--- config.mk ---
export PLATFORM = sky130hd
export DESIGN_NAME = ibex_irq_arbiter_flat
export DESIGN_NICKNAME = d
export VERILOG_FILES = /design/src/rtl/ibex_irq_arbiter_if.sv /design/src/rtl/ibex_irq_arbiter.sv /design/src/flat_wrapper.sv
export SDC_FILE = /design/constraint.sdc
export NUM_CORES = 1
export LEC_CHECK = 0
export BUFFER_PORTS_ARGS = -buffer_cell sky130_fd_sc_hd__clkbuf_2
export CORE_MARGIN = 2
export CORE_UTILIZATION = 30
export CTS_BUF_LIST = sky130_fd_sc_hd__clkbuf_2 sky130_fd_sc_hd__clkbuf_4 sky130_fd_sc_hd__clkbuf_8
export CTS_CLUSTER_SIZE = 14
export DETAILED_ROUTE_END_ITERATION = 8
export HOLD_SLACK_MARGIN = 0.12
export MAX_ROUTING_LAYER = met4
export SLEW_MARGIN = 10
export SYNTH_ARGS = -nofsm -noshare
export SYNTH_HDL_FRONTEND = slang
export SYNTH_SLANG_ARGS = --single-unit
export TNS_END_PERCENT = 100
--- constraint.sdc ---
create_clock -name clk_i -period 3.2 [get_ports clk_i]
set_input_delay 0.32 -clock clk_i [delete_from_list [all_inputs] [get_ports clk_i]]
set_output_delay 0.32 -clock clk_i [all_outputs]
set_load 0.05 [all_outputs]
--- src/rtl/ibex_irq_arbiter_if.sv ---
// Signal bundle between the interrupt sources / CSR file and the arbiter,
// plus the controller-facing request/acknowledge pair.
interface ibex_irq_arbiter_if;
    // Handshake: irq_req_o rises with a stable irq_cause_o/irq_nm_o and stays
    // high until irq_ack_i is sampled high in the same cycle; ack is only
    // honoured while a request is up, and the request drops the cycle after.
    logic [17:0] irqs_i;
    logic        irq_nm_i;
    logic [17:0] mie_i;
    logic        mstatus_mie_i;
    logic        debug_mode_i;
    logic        irq_ack_i;
    logic [17:0] mip_o;
    logic        irq_req_o;
    logic        irq_nm_o;
    logic [5:0]  irq_cause_o;
    logic [1:0]  fsm_state;

    modport master (
        output irqs_i, irq_nm_i, mie_i, mstatus_mie_i, debug_mode_i, irq_ack_i,
        input  mip_o, irq_req_o, irq_nm_o, irq_cause_o, fsm_state
    );

    modport slave (
        input  irqs_i, irq_nm_i, mie_i, mstatus_mie_i, debug_mode_i, irq_ack_i,
        output mip_o, irq_req_o, irq_nm_o, irq_cause_o, fsm_state
    );
endinterface

--- src/rtl/ibex_irq_arbiter.sv ---
// Interrupt arbiter: pending capture, masking, fixed-priority selection and a
// registered request/acknowledge towards the ID-stage controller.
module ibex_irq_arbiter #(
    parameter logic [14:0] FastEdgeMask = 15'h0000,
    parameter bit          NmiEnable    = 1'b1
) (
    input  logic              clk_i,
    input  logic              rst_ni,
    ibex_irq_arbiter_if.slave bus
);
    typedef enum logic [1:0] {IDLE = 2'd0, REQ = 2'd1, HOLD = 2'd2} state_e;

    state_e      state_q, state_d;
    logic [17:0] irq_q;
    logic [14:0] fast_latch_q, fast_latch_d, fast_rise, fast_clr, fast_pend;
    logic        nmi_prev_q, nmi_q, nmi_d, nmi_rise, nmi_clr;
    logic        req_q, req_d, nm_q, nm_d;
    logic [5:0]  cause_q, cause_d;
    logic [17:0] mip, elig;
    logic        nmi_elig, any_elig, held_elig, win_nm, ack_taken;
    logic [5:0]  win_cause;

    assign ack_taken = (state_q == REQ) && bus.irq_ack_i;

    // irq_q doubles as the previous-cycle sample for edge detection.
    assign fast_rise = bus.irqs_i[14:0] & ~irq_q[14:0];

    always_comb begin
        fast_clr = '0;
        for (int k = 0; k < 15; k++) begin
            if (ack_taken && !nm_q && cause_q == {1'b1, 5'(16 + k)}) begin
                fast_clr[k] = 1'b1;
            end
        end
    end

    assign fast_latch_d = ((fast_latch_q & ~fast_clr) | fast_rise) & FastEdgeMask;
    assign fast_pend    = (fast_latch_q & FastEdgeMask) | (irq_q[14:0] & ~FastEdgeMask);
    assign mip          = {irq_q[17:15], fast_pend};

    assign nmi_rise = NmiEnable && bus.irq_nm_i && !nmi_prev_q;
    assign nmi_clr  = ack_taken && nm_q;
    assign nmi_d    = (nmi_q && !nmi_clr) || nmi_rise;

    assign elig     = mip & bus.mie_i & {18{bus.mstatus_mie_i && !bus.debug_mode_i}};
    assign nmi_elig = nmi_q && !bus.debug_mode_i;
    assign any_elig = nmi_elig || (|elig);

    // Bit layout: [17] software, [16] timer, [15] external, [14:0] fast.
    always_comb begin
        win_nm    = 1'b0;
        win_cause = 6'd0;
        if (nmi_elig) begin
            win_nm    = 1'b1;
            win_cause = {1'b1, 5'd31};
        end else if (elig[15]) begin
            win_cause = {1'b1, 5'd11};
        end else if (elig[17]) begin
            win_cause = {1'b1, 5'd3};
        end else if (elig[16]) begin
            win_cause = {1'b1, 5'd7};
        end else begin
            for (int k = 14; k >= 0; k--) begin
                if (elig[k]) win_cause = {1'b1, 5'(16 + k)};
            end
        end
    end

    always_comb begin
        held_elig = 1'b0;
        if (nm_q) begin
            held_elig = nmi_elig;
        end else begin
            case (cause_q[4:0])
                5'd3:    held_elig = elig[17];
                5'd7:    held_elig = elig[16];
                5'd11:   held_elig = elig[15];
                default: begin
                    for (int k = 0; k < 15; k++) begin
                        if (cause_q[4:0] == 5'(16 + k)) held_elig = elig[k];
                    end
                end
            endcase
        end
    end

    always_comb begin
        state_d = state_q;
        req_d   = req_q;
        cause_d = cause_q;
        nm_d    = nm_q;
        case (state_q)
            IDLE: begin
                req_d   = 1'b0;
                cause_d = 6'd0;
                nm_d    = 1'b0;
                if (any_elig) begin
                    state_d = REQ;
                    req_d   = 1'b1;
                    cause_d = win_cause;
                    nm_d    = win_nm;
                end
            end
            REQ: begin
                if (bus.irq_ack_i) begin
                    state_d = HOLD;
                    req_d   = 1'b0;
                end else if ((nmi_elig && !nm_q) || (!held_elig && any_elig)) begin
                    cause_d = win_cause;
                    nm_d    = win_nm;
                end else if (!held_elig) begin
                    state_d = IDLE;
                    req_d   = 1'b0;
                    cause_d = 6'd0;
                    nm_d    = 1'b0;
                end
            end
            HOLD: begin
                state_d = IDLE;
                req_d   = 1'b0;
                cause_d = 6'd0;
                nm_d    = 1'b0;
            end
            default: begin
                state_d = IDLE;
                req_d   = 1'b0;
                cause_d = 6'd0;
                nm_d    = 1'b0;
            end
        endcase
    end

    always_ff @(posedge clk_i or negedge rst_ni) begin
        if (!rst_ni) begin
            state_q      <= IDLE;
            irq_q        <= '0;
            fast_latch_q <= '0;
            nmi_prev_q   <= 1'b0;
            nmi_q        <= 1'b0;
            req_q        <= 1'b0;
            cause_q      <= 6'd0;
            nm_q         <= 1'b0;
        end else begin
            state_q      <= state_d;
            irq_q        <= bus.irqs_i;
            fast_latch_q <= fast_latch_d;
            nmi_prev_q   <= NmiEnable && bus.irq_nm_i;
            nmi_q        <= nmi_d;
            req_q        <= req_d;
            cause_q      <= cause_d;
            nm_q         <= nm_d;
        end
    end

    assign bus.mip_o       = mip;
    assign bus.irq_req_o   = req_q;
    assign bus.irq_nm_o    = nm_q;
    assign bus.irq_cause_o = cause_q;
    assign bus.fsm_state   = state_q;
endmodule

--- src/flat_wrapper.sv ---
// flat-port wrapper written by rule: the top's interface ports become plain ports
module ibex_irq_arbiter_flat 
#(
    parameter logic [14:0] FastEdgeMask = 15'h0000,
    parameter bit          NmiEnable    = 1'b1
)
  (clk_i, rst_ni, bus_irqs_i, bus_irq_nm_i, bus_mie_i, bus_mstatus_mie_i, bus_debug_mode_i, bus_irq_ack_i, bus_mip_o, bus_irq_req_o, bus_irq_nm_o, bus_irq_cause_o, bus_fsm_state);
  ibex_irq_arbiter_if bus_i ();
  input  logic clk_i;
  input  logic rst_ni;
  input wire logic [$bits(bus_i.irqs_i)-1:0] bus_irqs_i;
  input wire logic [$bits(bus_i.irq_nm_i)-1:0] bus_irq_nm_i;
  input wire logic [$bits(bus_i.mie_i)-1:0] bus_mie_i;
  input wire logic [$bits(bus_i.mstatus_mie_i)-1:0] bus_mstatus_mie_i;
  input wire logic [$bits(bus_i.debug_mode_i)-1:0] bus_debug_mode_i;
  input wire logic [$bits(bus_i.irq_ack_i)-1:0] bus_irq_ack_i;
  output wire logic [$bits(bus_i.mip_o)-1:0] bus_mip_o;
  output wire logic [$bits(bus_i.irq_req_o)-1:0] bus_irq_req_o;
  output wire logic [$bits(bus_i.irq_nm_o)-1:0] bus_irq_nm_o;
  output wire logic [$bits(bus_i.irq_cause_o)-1:0] bus_irq_cause_o;
  output wire logic [$bits(bus_i.fsm_state)-1:0] bus_fsm_state;
  assign bus_i.irqs_i = bus_irqs_i;
  assign bus_i.irq_nm_i = bus_irq_nm_i;
  assign bus_i.mie_i = bus_mie_i;
  assign bus_i.mstatus_mie_i = bus_mstatus_mie_i;
  assign bus_i.debug_mode_i = bus_debug_mode_i;
  assign bus_i.irq_ack_i = bus_irq_ack_i;
  assign bus_mip_o = bus_i.mip_o;
  assign bus_irq_req_o = bus_i.irq_req_o;
  assign bus_irq_nm_o = bus_i.irq_nm_o;
  assign bus_irq_cause_o = bus_i.irq_cause_o;
  assign bus_fsm_state = bus_i.fsm_state;
  ibex_irq_arbiter #(.FastEdgeMask(FastEdgeMask), .NmiEnable(NmiEnable)) u_core (.clk_i(clk_i), .rst_ni(rst_ni), .bus(bus_i));
endmodule
### Word level (Yosys, flattened, before mapping)

Index checks and enable logic that the tools add are counted.

* bits of input ports: 42
* bits in registers: 30
* word-level logic and storage cells: 110
* output and inout port bits: 28

* reduce and logical (&&, ||, !) cells: 21
* equal/unequal tests: 24
* bitwise operators: 2
* muxes and demuxes: 56

Operator list (count)
* $mux W6: 23
* $eq A5 B5 Y1 const B: 15
* $and A18 B18 Y18: 2
* $mux W1: 24
* $reduce_or A18 Y1: 1
* $pmux W6 S2: 1
* $ne A3 B3 Y1 const B: 3
* $logic_and A1 B1 Y1: 8
* $mux W2: 4
* $eq A5 B2 Y1 const B: 1
* $eq A5 B3 Y1 const B: 1
* $eq A5 B4 Y1 const B: 1
* $logic_not A1 Y1: 5
* $pmux W1 S2: 2
* $pmux W2 S2: 1
* $reduce_and A2 Y1: 2
* $logic_or A1 B1 Y1: 3
* $pmux W1 S3: 1
* $reduce_and A3 Y1: 1
* $eq A2 B1 Y1 const B: 1
* $logic_not A2 Y1: 1
* $ne A2 B1 Y1 const B: 1
* $ne A2 B2 Y1 const B: 1

### Longest topological paths before layout

* depth after elaboration: 26
* mapped depth: 8
* depth with buffers taken out: 7

### Least setup slack after synthesis

OpenSTA, ideal clock, no wires.

* path type: register to register
* from: reg u_core.cause_q[1] (netlist: u_core.bus.irq_cause_o[1])
* to: reg u_core.cause_q[0] (netlist: u_core.bus.irq_cause_o[0])
* setup time: 0.125 ns
* slack: 0.835 ns
* stages on the path, launching flop included: 8
* data arrival time: 2.240 ns
* period minus slack after synthesis: 2.365 ns
* required time: 3.075 ns
* buffers on the path: 1
* cells stage by stage: dfrtp_1 > clkbuf_1 > mux4_2 > nor4_1 > o32ai_2 > o2111ai_2 > o211ai_4 > mux2_2

* cells in the longest elaborated chain, start to end: 24
* elaborated cells between the ends (all ways): 43
* classes of those cells: eq/ne: 19; mux: 20; reduce/logical: 4

RTL lines
* start: declaration: RTL line ibex_irq_arbiter.sv:18 `logic [5:0] cause_q, cause_d;`
* start signal: assignment: RTL line ibex_irq_arbiter.sv:150 `cause_q <= cause_d;`
* $eq A5 B5 Y1: RTL line ibex_irq_arbiter.sv:80 `if (cause_q[4:0] == 5'(16 + k)) held_elig = elig[k];`
* $mux W1 (15 in a row): RTL line ibex_irq_arbiter.sv:80
* $pmux W1 S3 (*): RTL line ibex_irq_arbiter.sv:74 `case (cause_q[4:0])`
* $mux W1 (*): RTL line ibex_irq_arbiter.sv:71 `if (nm_q) begin`
* $logic_not A1 Y1: RTL line ibex_irq_arbiter.sv:108 `end else if ((nmi_elig && !nm_q) || (!held_elig && any_elig)) begin`
* $logic_and A1 B1 Y1: RTL line ibex_irq_arbiter.sv:108
* $logic_or A1 B1 Y1: RTL line ibex_irq_arbiter.sv:108
* $mux W6: RTL line ibex_irq_arbiter.sv:108
* $mux W6: RTL line ibex_irq_arbiter.sv:105 `if (bus.irq_ack_i) begin`
* $pmux W6 S2: RTL line ibex_irq_arbiter.sv:92 `case (state_q)`

Mark *: on every way between the ends. The rest lies on a longest branch, timed or not. The select of a mux whose other input is x is not followed.
A chain may end at the register's enable or synchronous reset.

### Worst setup path after layout

* from: reg u_core.cause_q[0] (netlist: u_core.bus.irq_cause_o[0])
* to: reg u_core.cause_q[2] (netlist: u_core.bus.irq_cause_o[2])

Same word-level chain as after synthesis.

==> flow_metrics.env <==
export IMPL_ir_drop_mv=0.207
export IMPL_drv_slew=0
export IMPL_clkLatencyLatePin_ps=280
export IMPL_crit_fanout=17
export IMPL_cts_setup_buffers=0
export IMPL_finalNetCount=274
export IMPL_max_cap_violations=0
export IMPL_yosysUniqueCellTypes=42
export IMPL_antenna_found_initial=0
export IMPL_drive_gt1_share_pct=37.5
export IMPL_postRouteAntennaNets=0
export IMPL_worstReg2RegStart="u_core.bus.irq_cause_o[0]"
export IMPL_slew_headroom_pct=50.3
export IMPL_htreeDepth=2
export IMPL_critPathLaunchType="flop"
export IMPL_fillers=521
export IMPL_num_antenna_cells=0
export IMPL_drt_initial_drc_count=47
export IMPL_grt_pass1_wl_um=6820
export IMPL_power_frac_clock_pct=20.1
export IMPL_grt_overflow_total=0
export IMPL_r2r_end="u_core.bus.irq_cause_o[2]"
export IMPL_worstSetupPathType="reg2reg"
export IMPL_synth_top_cell_area_share_pct=47.4
export IMPL_avgSynthCellArea_um2=9.60
export IMPL_cp_arrival_ps=2540
export IMPL_first_global_vias=1450
export IMPL_die_area_um2=5880
export IMPL_internal_power_uw=813
export IMPL_p_per_area_nw_per_um2=718
export IMPL_vias=1515
export IMPL_rsz0062_at_grt="false"
export IMPL_syn_area_um2=1580
export IMPL_r2r_setup_slack_ps=820
export IMPL_path_clk_slew_ps=60
export IMPL_io_buffers=69
export IMPL_start_util_pct=31.0
export IMPL_firstDrtPassIters=4
export IMPL_synth_fp_nets=207
export IMPL_hp_class="in2async"
export IMPL_r2r_cells=7
export IMPL_hold_violations=0
export IMPL_dpl_worst_slack_ps=836
export IMPL_finalCritPeriodShare_pct=74.4
export IMPL_core_um2=5110
export IMPL_gp_congestion=0.819
export IMPL_finalInstanceArea_um2=2060
export IMPL_num_rows=26
export IMPL_seqPwrFrac_pct=39.4
export IMPL_finalCoreUtilization_pct=40.4
export IMPL_status="complete, no violations"
export IMPL_synthToLayoutAreaGrowth_pct=30.3
export IMPL_synth_seq_cells=30
export IMPL_cts_num_sinks=30
export IMPL_p_leak_nw=0.955
export IMPL_postCtsHoldBufs=0
export IMPL_end_kind="flop"
export IMPL_timing_fmax_ghz=0.420
export IMPL_yosysSeqAreaShare_pct=47.4
export IMPL_synth_warnings=0
export IMPL_avgRoutedWirePerCell_um=13.9
export IMPL_route_detailed_drc=0
export IMPL_setup_viol=0
export IMPL_cts_root_buf="clkbuf_8"
export IMPL_post_route_worst_setup_slack_ps=818
export IMPL_combPwrFrac_pct=40.5
export IMPL_cts_buffers=5
export IMPL_tightestPinTransition_ps=745
export IMPL_tns_ps=0
export IMPL_fp_dieW_um=76.7
export IMPL_routed_wl_um=4200
export IMPL_drt_vias_per_instance=5.02
export IMPL_grt_max_degree=31
export IMPL_power_net_switching_uw=670
export IMPL_post_synth_top_area_cell="dfrtp_1"
export IMPL_num_io_pins=70
export IMPL_finalClockSkew_ps=7.60
export IMPL_crit_end="u_core.bus.irq_cause_o[2]"
export IMPL_clockBufferDepth=2
export IMPL_netlist_instances=165
export IMPL_grtUsageTotal_pct=15.1
export IMPL_synth_area_leaders="dfrtp_1 (47%), nand2_1 (6.2%), mux2_2 (3.6%)"
export IMPL_p_sw_share_pct=45.2
export IMPL_cts_tree="yes"
export IMPL_period_needed_ps=2380
export IMPL_die_h_um=76.7
export IMPL_placed_area_um2=1980
export IMPL_cp_required_ps=3360
export IMPL_ctsResizeCount=0
export IMPL_post_dp_hpwl_um=3220
export IMPL_worstSetupStartpoint="u_core.bus.irq_cause_o[0]"
[placed cells by master, fill, tap and decap left out, drive strengths merged, types with 2 or more instances in the layout]
master | Yosys | final
nand2 | 26 | 26
o32ai | 2 | 2
nand4b | 3 | 3
mux2 | 5 | 5
nor2 | 9 | 9
a22o | 3 | 3
o21ai | 9 | 9
and2 | 5 | 5
a21o | 3 | 3
dfrtp | 30 | 30
inv | 2 | 2
nor3 | 2 | 2
a31oi | 5 | 5
nor2b | 3 | 3
nand3 | 9 | 9
o22ai | 3 | 3
a211oi | 3 | 3
a22oi | 3 | 3
a21boi | 2 | 2
clkbuf | 7 | 76
nand2b | 3 | 3
a32oi | 2 | 2
a21oi | 7 | 7
o211ai | 2 | 2
[cell families (layout without fill, tap and decap cells)]
logic type	after synthesis	in the layout	synth area share (%)
DFF	30	30	47.4
buffers and inverters	11	78	2.77
muxes	6	6	4.98
AOI/OAI and AO/OA	51	51	23.9
and+or+nand+nor	67	67	20.9
[Yosys cell counts, drive strengths merged]
| cell | n |
|---|---|
| a211o | 1 |
| a22o | 3 |
| nand4b | 3 |
| o22ai | 3 |
| o21a | 1 |
| clkbuf | 7 |
| a21o | 3 |
| a21boi | 2 |
| nand2b | 3 |
| nand2 | 26 |
| a32oi | 2 |
| nor4 | 1 |
| and2 | 5 |
| a2111oi | 1 |
| mux4 | 1 |
| nand3 | 9 |
| nand3b | 1 |
| and4 | 1 |
| o32ai | 2 |
| mux2 | 5 |
| or2 | 1 |
| o21ai | 9 |
| a211oi | 3 |
| nor2 | 9 |
| o31ai | 1 |
| a21oi | 7 |
| and3 | 1 |
| nor3 | 2 |
| dfrtp | 30 |
| nor2b | 3 |
| nand4 | 1 |
| o211ai | 2 |
| a31oi | 5 |
| o221a | 1 |
| o32a | 1 |
| o2111ai | 1 |
| buf | 2 |
| nor4b | 1 |
| inv | 2 |
| a22oi | 3 |
[state kept, by name, summed over array words and instances (netlist names)]
register	cells
u_core.bus.irq_nm_o	1
u_core.bus.mip_o	18
u_core.nmi_q	1
u_core.bus.irq_cause_o	6
u_core.nmi_prev_q	1
u_core.bus.irq_req_o	1
u_core.bus.fsm_state	2
[power by group through the flow]
stage               combinational [mW]  clock (mW)  sequential, mW
floorplan                        0.292           0           0.731
global placement                 0.596           0           0.591
detailed placement               0.602           0           0.589
CTS                              0.604       0.310           0.583
global route                     0.644       0.329           0.598
finish                           0.600       0.298           0.584
[area by class of cell]
type	count	area [µm²]	area share [%]
multi-input combinational	124	790	38.2
sequential	30	751	36.4
timing repair buffer	69	345	16.7
tap	70	87.6	4.24
clock buffer	7	83.8	4.06
inverter	2	7.51	0.364
[critical path, stage by stage (launching register included)]
cell	delay [ps]
dfrtp_1	660
nand3b_1	190
a21o_1	110
a31oi_1	90
o32ai_2	290
o2111ai_2	240
o211ai_4	300
mux2_2	370
[stage by stage]
step	hold slack, ps	std cells	total power, mW
2_1_floorplan	24.4	165	1.02
3_3_place_gp	402	295	1.19
3_5_place_dp	415	295	1.19
4_1_cts	123	302	1.50
5_1_grt	125	302	1.57
6_report	93.3	302	1.48
[worst min path at each step]
stage / start / endpoint / slack (ps) / depth (start not counted)
after global routing: bus_irqs_i[4] / u_core.bus.mip_o[4] / 130 / 1
after global placement: u_core.nmi_prev_q / u_core.nmi_q / 400 / 1
after detailed placement: u_core.nmi_prev_q / u_core.nmi_q / 410 / 1
after CTS: rst_ni / u_core.bus.irq_cause_o[0] / 120 / 1
final: rst_ni / u_core.bus.irq_cause_o[0] / 90 / 1
after floorplan: rst_ni / u_core.bus.fsm_state[0] / 20 / 0
[metal layers]
metal  up-vias  track usage [%]  share of wire (%)
li1        749                -                  -
met1       708             18.3                 44
met2        53             23.1                 49
met3         5             4.24                5.5
met4         0             7.27                1.7
met5         -                -                  0
Power figures use the tool's default switching activity.
